[src/rtl/reg_writeback.sv]
// reg_writeback: writeback stage in front of a 32x32 register file.
// Merges a single-cycle ALU result path and a valid/ready load path into the
// register file's single write port. Loads that cannot be written at once wait
// in a small FIFO. A starvation guard stalls the ALU for one cycle so a queued
// load always makes progress. Writes to x0 are consumed but never issued.
//
// Ports:
//   clk, reset                    clock, synchronous active-high reset
//   alu_valid/alu_rd/alu_data     ALU result (no backpressure)
//   alu_stall                     registered: upstream holds alu_valid=0 next cycle
//   mem_valid/mem_rd/mem_data     load result offer
//   mem_ready                     combinational: FIFO not full
//   reg_write/waddr/wdata         registered register-file write port
//   lq_count                      load FIFO occupancy
//   proto_err                     sticky: alu_valid seen during alu_stall
module reg_writeback #(
    parameter int DATA_W       = 32,
    parameter int ADDR_W       = 5,
    parameter int LQ_DEPTH     = 2,
    parameter int STARVE_LIMIT = 4
) (
    input  logic                        clk,
    input  logic                        reset,
    input  logic                        alu_valid,
    input  logic [ADDR_W-1:0]           alu_rd,
    input  logic [DATA_W-1:0]           alu_data,
    output logic                        alu_stall,
    input  logic                        mem_valid,
    output logic                        mem_ready,
    input  logic [ADDR_W-1:0]           mem_rd,
    input  logic [DATA_W-1:0]           mem_data,
    output logic                        reg_write,
    output logic [ADDR_W-1:0]           waddr,
    output logic [DATA_W-1:0]           wdata,
    output logic [$clog2(LQ_DEPTH):0]   lq_count,
    output logic                        proto_err
);

    localparam int CW = $clog2(LQ_DEPTH) + 1;
    localparam int PW = $clog2(LQ_DEPTH);
    localparam int SW = $clog2(STARVE_LIMIT) + 1;

    // FIFO storage and pointers; power-of-two depth lets pointers wrap freely
    logic [ADDR_W-1:0] q_rd   [LQ_DEPTH];
    logic [DATA_W-1:0] q_data [LQ_DEPTH];
    logic [PW-1:0]     rptr, wptr;
    logic [CW-1:0]     count;
    logic [SW-1:0]     starve_cnt;

    logic              empty, accept, pop, bypass, push, at_limit;
    logic              nxt_we;
    logic [ADDR_W-1:0] nxt_rd;
    logic [DATA_W-1:0] nxt_data;

    always_comb begin
        empty     = (count == '0);
        mem_ready = (count < CW'(LQ_DEPTH));
        accept    = mem_valid && mem_ready;
        // ALU has absolute priority; queued loads go before a same-cycle load
        pop       = !alu_valid && !empty;
        bypass    = !alu_valid && empty && accept;
        push      = accept && !bypass;
        at_limit  = (starve_cnt == SW'(STARVE_LIMIT - 1));

        nxt_rd   = '0;
        nxt_data = '0;
        if (alu_valid) begin
            nxt_rd   = alu_rd;
            nxt_data = alu_data;
        end else if (pop) begin
            nxt_rd   = q_rd[rptr];
            nxt_data = q_data[rptr];
        end else if (bypass) begin
            nxt_rd   = mem_rd;
            nxt_data = mem_data;
        end
        // x0 entries are consumed but never reach the register file
        nxt_we = (alu_valid || pop || bypass) && (nxt_rd != '0);
    end

    always_ff @(posedge clk) begin
        if (push) begin
            q_rd[wptr]   <= mem_rd;
            q_data[wptr] <= mem_data;
        end
    end

    always_ff @(posedge clk) begin
        if (reset) begin
            rptr       <= '0;
            wptr       <= '0;
            count      <= '0;
            starve_cnt <= '0;
            alu_stall  <= 1'b0;
            proto_err  <= 1'b0;
            reg_write  <= 1'b0;
            waddr      <= '0;
            wdata      <= '0;
        end else begin
            if (push) wptr <= wptr + PW'(1);
            if (pop)  rptr <= rptr + PW'(1);
            case ({push, pop})
                2'b10:   count <= count + CW'(1);
                2'b01:   count <= count - CW'(1);
                default: count <= count;
            endcase

            // Address/data hold while idle; only the enable drops
            reg_write <= nxt_we;
            if (nxt_we) begin
                waddr <= nxt_rd;
                wdata <= nxt_data;
            end

            // Non-empty and not popping implies the ALU won this cycle;
            // the counter saturates at the limit
            if (empty || pop)
                starve_cnt <= '0;
            else if (!at_limit)
                starve_cnt <= starve_cnt + SW'(1);

            // One-cycle pulse; never re-armed directly out of a stall cycle
            alu_stall <= at_limit && alu_valid && !empty && !alu_stall;
            proto_err <= proto_err | (alu_valid & alu_stall);
        end
    end

    assign lq_count = count;

endmodule

[config.mk]
export PLATFORM = sky130hd
export DESIGN_NAME = reg_writeback
export DESIGN_NICKNAME = d
export VERILOG_FILES = /design/src/rtl/reg_writeback.sv
export SDC_FILE = /design/constraint.sdc
export NUM_CORES = 1
export LEC_CHECK = 0
export BUFFER_PORTS_ARGS = -buffer_cell sky130_fd_sc_hd__buf_2
export CORE_ASPECT_RATIO = 1.4
export CORE_MARGIN = 1
export CORE_UTILIZATION = 55
export CTS_BUF_LIST = sky130_fd_sc_hd__clkbuf_16
export CTS_CLUSTER_DIAMETER = 150
export CTS_CLUSTER_SIZE = 20
export DETAILED_ROUTE_END_ITERATION = 10
export PLACE_DENSITY = 0.86
export SLEW_MARGIN = 20
export SYNTH_ARGS = -nofsm -noshare
export SYNTH_HDL_FRONTEND = slang
export SYNTH_SLANG_ARGS = --single-unit
[constraint.sdc]
create_clock -name clk -period 3.9 [get_ports clk]
set_input_delay 0.975 -clock clk [delete_from_list [all_inputs] [get_ports clk]]
set_output_delay 0.975 -clock clk [all_outputs]
set_load 0.005 [all_outputs]
==> flow_summary.ini, run 1 <==
[sta]
hold_viol = 0
finClkSkew_ns = 0.00588
report.final.slew_viol_count = 0
period_needed_ns = 3.04
slew_headroom_pct = 39.0
tightest_slew_ns = 0.915
fin_tns_setup_ns = 0
rsz0062_at_grt = false
fin_crit_sh_pct = 77.8
setup_viol = 0
fmax_ghz = 0.329

[synth]
synth_top_area_share_pct = 38.7
synth_common_cells = 74 x edfxtp_1, 67 x a211oi_1, 48 x dfxtp_1, 35 x inv_1
synth_seq_cells = 122
ys_types = 39
synthesis.area_um2 = 5740
synth_flop_cell = edfxtp_1
syn_area_per_cell_um2 = 11.5
synth_area_leader_cell = edfxtp_1
ys_async_sr_fraction_pct = 0
synth-seq-area-share_pct = 55.5
synth-edff-count = 74
yosysWarnings = 0
synth_area_leaders = edfxtp_1 39%, dfxtp_1 17%, a211oi_1 8.8%
synth_nets = 581
yosysMostFrequentCell = edfxtp_1
synth_cells = 500

[final_layout]
nets = 678
fill_cells = 750
drive_gt1_share_pct = 32.6
regArea_um2 = 3190
multi_input_comb_area_um2 = 2150
area_delta_synth_final_pct = 20.1
diodes = 0
final_util_pct = 68.9

[setup_path]
cp-end-kind = flip-flop
critPathLaunchType = flip-flop
crit_required_ns = 4.17
ff2ff_path_depth = 5
arrival_ns = 3.30
path_class = flip-flop to flip-flop
cp_max_fo = 41
rrSetupSlack_ns = 0.86

[pwr]
cell_internal_pwr_uw = 3020
leakagePower_uw = 0.00254
ir_drop_mv = 0.389
powerDensity_nw_per_um2 = 658
seq_power_share_pct = 38.7
switchingPower_uw = 1510
switching_share_pct = 33.3
p_comb_share_pct = 29.0
clockPowerShare_pct = 32.3

[clock_network]
cts_inserted_buffers = 17
cts_setup_buffers = 0
clock_latency_ns = 0.41
cts_buffer_depth = 2
cts_tree = built
ctsHtreeMaxLevel = 4
root_buffer = clkbuf_16
clk_pin_slew_ns = 0.05
cts.sinks = 122
holdBufCountCts = 0
cts_resized = 0

[grt]
antenna_found_initial = 0
grt_usage_pct = 27.2
grt_pass1_wl_um = 21700
grt_pass1_vias = 4565
grt_overflow = 0
grt_max_degree = 49

[route]
viasPerCell = 6.03
drt_iter0_markers = 358
vias = 4492
wirelength_um = 13900
dr.pass1.iters = 6
ant_nets = 0
drt_drc_violations_left = 0
drt-wirelength-per-cell_um = 18.7

[min_path]
hold_path_depth = 2
hp-class = flip-flop to flip-flop

[place]
dp_hpwl_um = 8660
port_buffers = 120
gp_congestion = 0.785

[floorplan]
die_h_um = 123
die_x_um = 88.3
rows = 43
dieArea_um2 = 10900
io_pins = 121
start_util_pct = 57.3
core_area_um2 = 10000

[run_status]
run_status = complete, no violations

[flow_run]
drv_cap = 0
==> cells in the final DEF, fill, tap and decap left out, types with 3 or more instances in the layout <==
cell type,n
nor2b_1,32
ha_1,3
inv_1,36
a31oi_1,32
buf_2,120
nor2_1,13
nand4bb_1,3
clkinv_2,5
nand3b_1,3
mux2i_1,6
nand3_1,3
nand2b_1,6
clkbuf_16,17
a21oi_1,5
a211oi_1,67
buf_4,7
o211ai_1,3
o31ai_1,32
xnor2_1,3
o21ai_1,3
dfxtp_2,3
edfxtp_1,74
nand2_1,32
dfxtp_1,45
a211oi_2,29
clkinvlp_4,4
==> area by class of cell <==
type,count,share of cell area [%]
inverters,36,1.96
multi-input cells,291,31.2
repair buffers,129,10.1
well taps,135,2.45
clock inverters,15,1.96
clock buffers,17,6.17
flip-flops and latches,122,46.2
==> metal layers <==
| metal | vias to the layer above | routed length (um) | global-route usage [%] |
|---|---|---|---|
| li1 | 2086 | - | - |
| met1 | 2162 | 5170 | 30.4 |
| met2 | 221 | 7490 | 48.0 |
| met3 | 23 | 985 | 6.86 |
| met4 | 0 | 256 | 12.4 |
| met5 | - | 0 | 0 |
==> through the flow <==
stage	setup WS, ns	area (um^2)	hold WS, ns	cells	total power, uW
floorplan	0.226	5740	0.445	500	2710
global placement	0.801	6330	0.448	713	2990
detailed placement	0.742	6330	0.452	713	3060
CTS	0.902	6890	0.461	745	4540
global route	0.648	6890	0.481	745	4750
finish	0.864	6890	0.458	745	4530
==> sequential cells by signal (all words and copies together) (netlist names), named ones only <==
register and flops:
reg_write 1, lq_count 2, wdata 32, starve_cnt 3, q_data 64, waddr 5
wptr 1, q_rd 10, rptr 1, proto_err 1, alu_stall 1
==> power by group through the flow <==
stage	Clock, uW	Sequential (uW)	Combinational (uW)
after floorplan	0	1680	1030
after global placement	0	1760	1230
after detailed placement	0	1780	1290
after CTS	1480	1750	1310
after global routing	1540	1770	1440
final	1470	1750	1310
==> cell families after synthesis <==
| logic type | count (synthesis) | synth area share (%) |
|---|---|---|
| simple gates | 99 | 9.35 |
| xor+xnor | 5 | 0.763 |
| fa+ha+maj | 3 | 0.654 |
| flops | 122 | 55.5 |
| compound gates | 178 | 25.1 |
| mux | 6 | 1.05 |
| buf+inv | 87 | 7.63 |
==> worst paths after layout <==
| check | startpoint | to |
|---|---|---|
| worst max register to register | lq_count[1]$_SDFFE_PP0P_ | wdata[7]$_SDFFE_PP0P_ |
| worst min-delay path | wdata[18]$_SDFFE_PP0P_ | wdata[18]$_SDFFE_PP0P_ |
| worst max-delay path | lq_count[1]$_SDFFE_PP0P_ | wdata[7]$_SDFFE_PP0P_ |
| worst min register to register | wdata[18]$_SDFFE_PP0P_ | wdata[18]$_SDFFE_PP0P_ |
==> critical path: stages (launching register included) <==
cell and delay, ns:
dfxtp_2 0.93, nor2_8 0.29, a31o_1 0.34, o22ai_4 0.48, and3_4 0.67, a211oi_1 0.16
Power figures use the tool's default switching activity.
==> run 2, diff against run 1 <==
--- a/config.mk
+++ b/config.mk
@@ -8,12 +8,12 @@
 export BUFFER_PORTS_ARGS = -buffer_cell sky130_fd_sc_hd__buf_2
 export CORE_ASPECT_RATIO = 1.4
 export CORE_MARGIN = 1
-export CORE_UTILIZATION = 55
+export CORE_UTILIZATION = 49
 export CTS_BUF_LIST = sky130_fd_sc_hd__clkbuf_16
 export CTS_CLUSTER_DIAMETER = 150
 export CTS_CLUSTER_SIZE = 20
 export DETAILED_ROUTE_END_ITERATION = 10
-export PLACE_DENSITY = 0.86
+export PLACE_DENSITY = 0.82
 export SLEW_MARGIN = 20
 export SYNTH_ARGS = -nofsm -noshare
 export SYNTH_HDL_FRONTEND = slang
==> constraint.sdc (replaced) <==
create_clock -name clk -period 2.6 [get_ports clk]
set_input_delay 0.65 -clock clk [delete_from_list [all_inputs] [get_ports clk]]
set_output_delay 0.65 -clock clk [all_outputs]
set_load 0.005 [all_outputs]
==> flow_summary.ini, run 2 (same netlist as run 1, synthesis figures left out) <==
[run_status]
run_status = complete, no violations

[place]
dp_hpwl_um = 9190
pre_cts_slack_ns = 0.0681
gp_congestion = 0.856
port_buffers = 120

[sta]
hold_viol = 0
fmax_ghz = 0.441
period_needed_ns = 2.27
finClkSkew_ns = 0.00745
layout_setup_ws_ns = 0.333
fin_crit_sh_pct = 87.2
rsz0062_at_grt = false
setup_viol = 0
slew_headroom_pct = 62.9
fin_tns_setup_ns = 0
tightest_slew_ns = 0.557
report.final.slew_viol_count = 0

[floorplan]
die_h_um = 130
die_x_um = 93.5
io_pins = 121
start_util_pct = 50.6
dieArea_um2 = 12200
rows = 46
core_area_um2 = 11300

[route]
ant_nets = 0
drt-wirelength-per-cell_um = 18.6
dr.pass1.iters = 5
vias = 4537
wirelength_um = 14200
drt_iter0_markers = 342
drt_drc_violations_left = 0
viasPerCell = 5.92

[grt]
grt_usage_pct = 25.0
antenna_found_initial = 1
grt_max_degree = 47
grt_pass1_wl_um = 23100
grt_overflow = 0
grt_pass1_vias = 4633

[final_layout]
layout_common_cells = 120 x buf_2, 74 x edfxtp_1, 67 x a211oi_1, 45 x dfxtp_1, 41 x inv_1
drive_gt1_share_pct = 33.2
largest-register = q_data
fill_cells = 873
largest_reg_flops = 64
final_util_pct = 61.8
area_delta_synth_final_pct = 22.2
nets = 689
layout_commonest_cell = buf_2
largestRegisters = q_data (64), wdata (32), q_rd (10)

[setup_path]
crit_required_ns = 2.88
arrival_ns = 2.55
cp-end-kind = flip-flop
path_class = flip-flop to flip-flop
critPathLaunchType = flip-flop
cp_max_fo = 17

[clock_network]
ctsHtreeMaxLevel = 4
cts_buffer_depth = 2
cts_tree = built
clock_latency_ns = 0.41
cts_setup_buffers = 0
cts_inserted_buffers = 17
clk_pin_slew_ns = 0.06
cts.sinks = 122
root_buffer = clkbuf_16
holdBufCountCts = 0
cts_resized = 0

[pwr]
powerDensity_nw_per_um2 = 998
leakagePower_uw = 0.00263
ir_drop_mv = 0.659

[flow_run]
drv_cap = 0

[min_path]
hp-class = input port to flip-flop
## run 2: changes by cell type in the layout (fill, tap and decap cells not counted)
cell        change
buf_12          -1
buf_4          +12
bufinv_16       +2
clkinv_1        -1
clkinv_2        -2
clkinv_4        -1
clkinvlp_4      -3
diode_2         +1
inv_1           +5
## run 2: metrics by stage
step | cells | hold WS [ns] | cell area, um^2 | total power (uW)
after global routing | 766 | 0.427 | 7010 | 7350
after detailed placement | 733 | 0.452 | 6410 | 4640
after CTS | 765 | 0.432 | 7010 | 7010
final | 766 | 0.443 | 7010 | 7000
after global placement | 733 | 0.447 | 6410 | 4550
after floorplan | 500 | 0.445 | 5740 | 4070
## run 2: path summary, 6_finish.rpt
path                                          endpoint                startpoint  slack, ns  depth (start not counted)
worst max register to register  wdata[31]$_SDFFE_PP0P_  lq_count[1]$_SDFFE_PP0P_       0.33                          6
worst max-delay path            wdata[31]$_SDFFE_PP0P_  lq_count[1]$_SDFFE_PP0P_       0.33                          6
worst min-delay path              q_rd[0][4]$_DFFE_PP_                 mem_rd[4]       0.44                          1
worst min register to register    alu_stall$_SDFF_PP0_      alu_stall$_SDFF_PP0_       0.46                          1
## run 2: critical path: stages (launching register included)
cell and delay, ns:
dfxtp_2 0.37, nor2_8 0.28, o211ai_2 0.15, a222oi_1 0.56, and3_4 0.44, buf_4 0.24
a211oi_2 0.09
## run 2: final cells by class
type / count / area (um^2) / area share [%]
Antenna cell: 1 / 2.50 / 0.0357
Inverter: 36 / 135 / 1.93
Clock inverter: 15 / 169 / 2.41
Tap cell: 144 / 180 / 2.57
Sequential cell: 122 / 3190 / 45.5
Timing Repair Buffer: 140 / 763 / 10.9
Multi-Input combinational cell: 291 / 2150 / 30.6
Clock buffer: 17 / 425 / 6.07
## run 2: where the power goes
group,switching (uW),total [uW],internal (uW),leakage [uW]
combinational,1310,2110,804,0.00124
sequential,141,2520,2380,0.00108
clock,792,2360,1570,0.000311
## run 2: per-layer routing
| layer | part of all wire (%) | routed length (um) | GRT usage (%) | vias to the layer above |
|---|---|---|---|---|
| met4 | 2.7 | 387 | 12.2 | 0 |
| met2 | 51 | 7300 | 42.8 | 184 |
| li1 | - | - | - | 2111 |
| met1 | 40 | 5620 | 29.2 | 2206 |
| met5 | 0 | 0 | 0 | - |
| met3 | 6.3 | 901 | 6.18 | 36 |
==> run 3, diff against run 2 <==
--- a/config.mk
+++ b/config.mk
@@ -14,6 +14,7 @@
 export CTS_CLUSTER_SIZE = 20
 export DETAILED_ROUTE_END_ITERATION = 10
 export PLACE_DENSITY = 0.82
+export SETUP_SLACK_MARGIN = 0.4
 export SLEW_MARGIN = 20
 export SYNTH_ARGS = -nofsm -noshare
 export SYNTH_HDL_FRONTEND = slang
==> flow_summary.ini, run 3 (same netlist as run 1, synthesis figures left out) <==
[route]
viasPerCell = 5.82
dr.pass1.iters = 8
vias = 4476
drt-wirelength-per-cell_um = 18.9
drt_iter0_markers = 308
wirelength_um = 14500
drt_drc_violations_left = 0
ant_nets = 0

[sta]
report.final.slew_viol_count = 0
fin_crit_sh_pct = 79.6
hold_viol = 0
fin_tns_setup_ns = 0
setup_viol = 0
fmax_ghz = 0.483
period_needed_ns = 2.07
slew_headroom_pct = 54.1
tightest_slew_ns = 0.688
holdWs_ns = 0.440
finClkSkew_ns = 0.00968
rsz0062_at_grt = false

[final_layout]
largestRegisters = q_data (64), wdata (32), q_rd (10)
largest_reg_flops = 64
layout_commonest_cell = buf_2
largest-register = q_data
drive_gt1_share_pct = 33.5
nets = 692
fill_cells = 891
area_delta_synth_final_pct = 22.2
layout_common_cells = 120 x buf_2, 74 x edfxtp_1, 67 x a211oi_1, 45 x dfxtp_1, 38 x inv_1

[clock_network]
holdBufCountCts = 0
cts_inserted_buffers = 17
clk_pin_slew_ns = 0.05
root_buffer = clkbuf_16
ctsHtreeMaxLevel = 4
cts_buffer_depth = 2
cts_tree = built
clock_latency_ns = 0.41
cts.sinks = 122

[flow_run]
drv_cap = 0

[setup_path]
cp_common_cell = buf_4
critPathMaxStageDelay_ns = 0.45
arrival_ns = 2.39
cp_slowest_cell = dfxtp_4
critPathLaunchType = flip-flop
crit_required_ns = 2.92
path_class = flip-flop to flip-flop
crit_chain = nand4bb_1 > o211ai_1 > a222oi_1 > buf_4 > buf_4 > a31oi_1 > a211oi_2
cp-end-kind = flip-flop
cp_max_fo = 20

[floorplan]
core_area_um2 = 11300
die_h_um = 130
start_util_pct = 50.6
die_x_um = 93.5
dieArea_um2 = 12200
io_pins = 121
rows = 46

[grt]
antenna_found_initial = 1
grt_usage_pct = 25.1
grt_overflow = 0
grt_pass1_vias = 4676
grt_max_degree = 67
grt_pass1_wl_um = 23200

[place]
port_buffers = 120
dp_hpwl_um = 9360
gp_congestion = 0.917

[min_path]
hp-class = input port to flip-flop

[pwr]
leakagePower_uw = 0.00261
ir_drop_mv = 0.587
powerDensity_nw_per_um2 = 984

[run_status]
run_status = complete, no violations
[run 3: changes by cell type in the layout (fill, tap and decap cells not counted)]
| cell | change |
|---|---|
| clkinv_1 | +3 |
| buf_8 | +2 |
| dfxtp_4 | +2 |
| clkinv_2 | +2 |
| nor2_4 | +1 |
| bufinv_16 | -2 |
| dfxtp_2 | -2 |
| inv_1 | -3 |
| buf_4 | -1 |
| buf_6 | +1 |
[run 3: path summary, 6_finish.rpt]
path | cells past startpoint | start | to | slack (ns)
max | 7 | lq_count[0]$_SDFFE_PP0P_ | wdata[25]$_SDFFE_PP0P_ | 0.53
min | 1 | mem_data[1] | q_data[0][1]$_DFFE_PP_ | 0.44
min reg2reg | 1 | alu_stall$_SDFF_PP0_ | alu_stall$_SDFF_PP0_ | 0.45
max reg2reg | 7 | lq_count[0]$_SDFFE_PP0P_ | wdata[25]$_SDFFE_PP0P_ | 0.53
[run 3: power by group]
part           switching [uW]  internal [uW]
Sequential                175           2390
Clock                     796           1370
Combinational            1310            850
Total                    2290           4610
[run 3: stage by stage]
stage / cell area [um^2] / setup slack (ns) / std cells / utilization, % / power [uW]
floorplan: 5780 / 0.385 / 500 / - / 4080
global placement: 6410 / 0.249 / 733 / 56.6 / 4570
finish: 7010 / 0.530 / 769 / 61.8 / 6890
CTS: 6970 / 0.419 / 766 / 61.5 / 6830
detailed placement: 6410 / 0.0995 / 733 / 56.6 / 4650
global route: 7010 / 0.434 / 769 / 61.8 / 7200
[run 3: critical path, delay by kind of cell (launching register included)]
family / cells / cell delay [ns]
AO/OA/AOI/OAI: 4 / 0.90
buffers and inverters: 2 / 0.46
flip-flops: 1 / 0.45
AND/OR/NAND/NOR: 1 / 0.18
[run 3: final cells by class]
class	instances	area [um^2]	share of cell area, %
clock buffer	17	425	6.07
tap	144	180	2.57
inverter	36	135	1.93
timing repair buffer	142	797	11.4
sequential	122	3190	45.5
multi-input combinational	292	2160	30.8
clock inverter	15	119	1.70
antenna	1	2.50	0.0357
[run 3: repair_timing]
item	CTS	global route
gates cloned	0	1
gates resized for setup	2	6
buffers inserted	1	1
pin swaps	1	1
endpoints found under the setup margin	35	38
[run 3: metal layers]
metal | wire, um | vias up | global-route usage (%)
met4 | 336 | 0 | 11.8
met5 | 0 | - | 0
met3 | 941 | 27 | 5.83
met1 | 5610 | 2151 | 28.8
met2 | 7660 | 184 | 44.3
li1 | - | 2114 | -
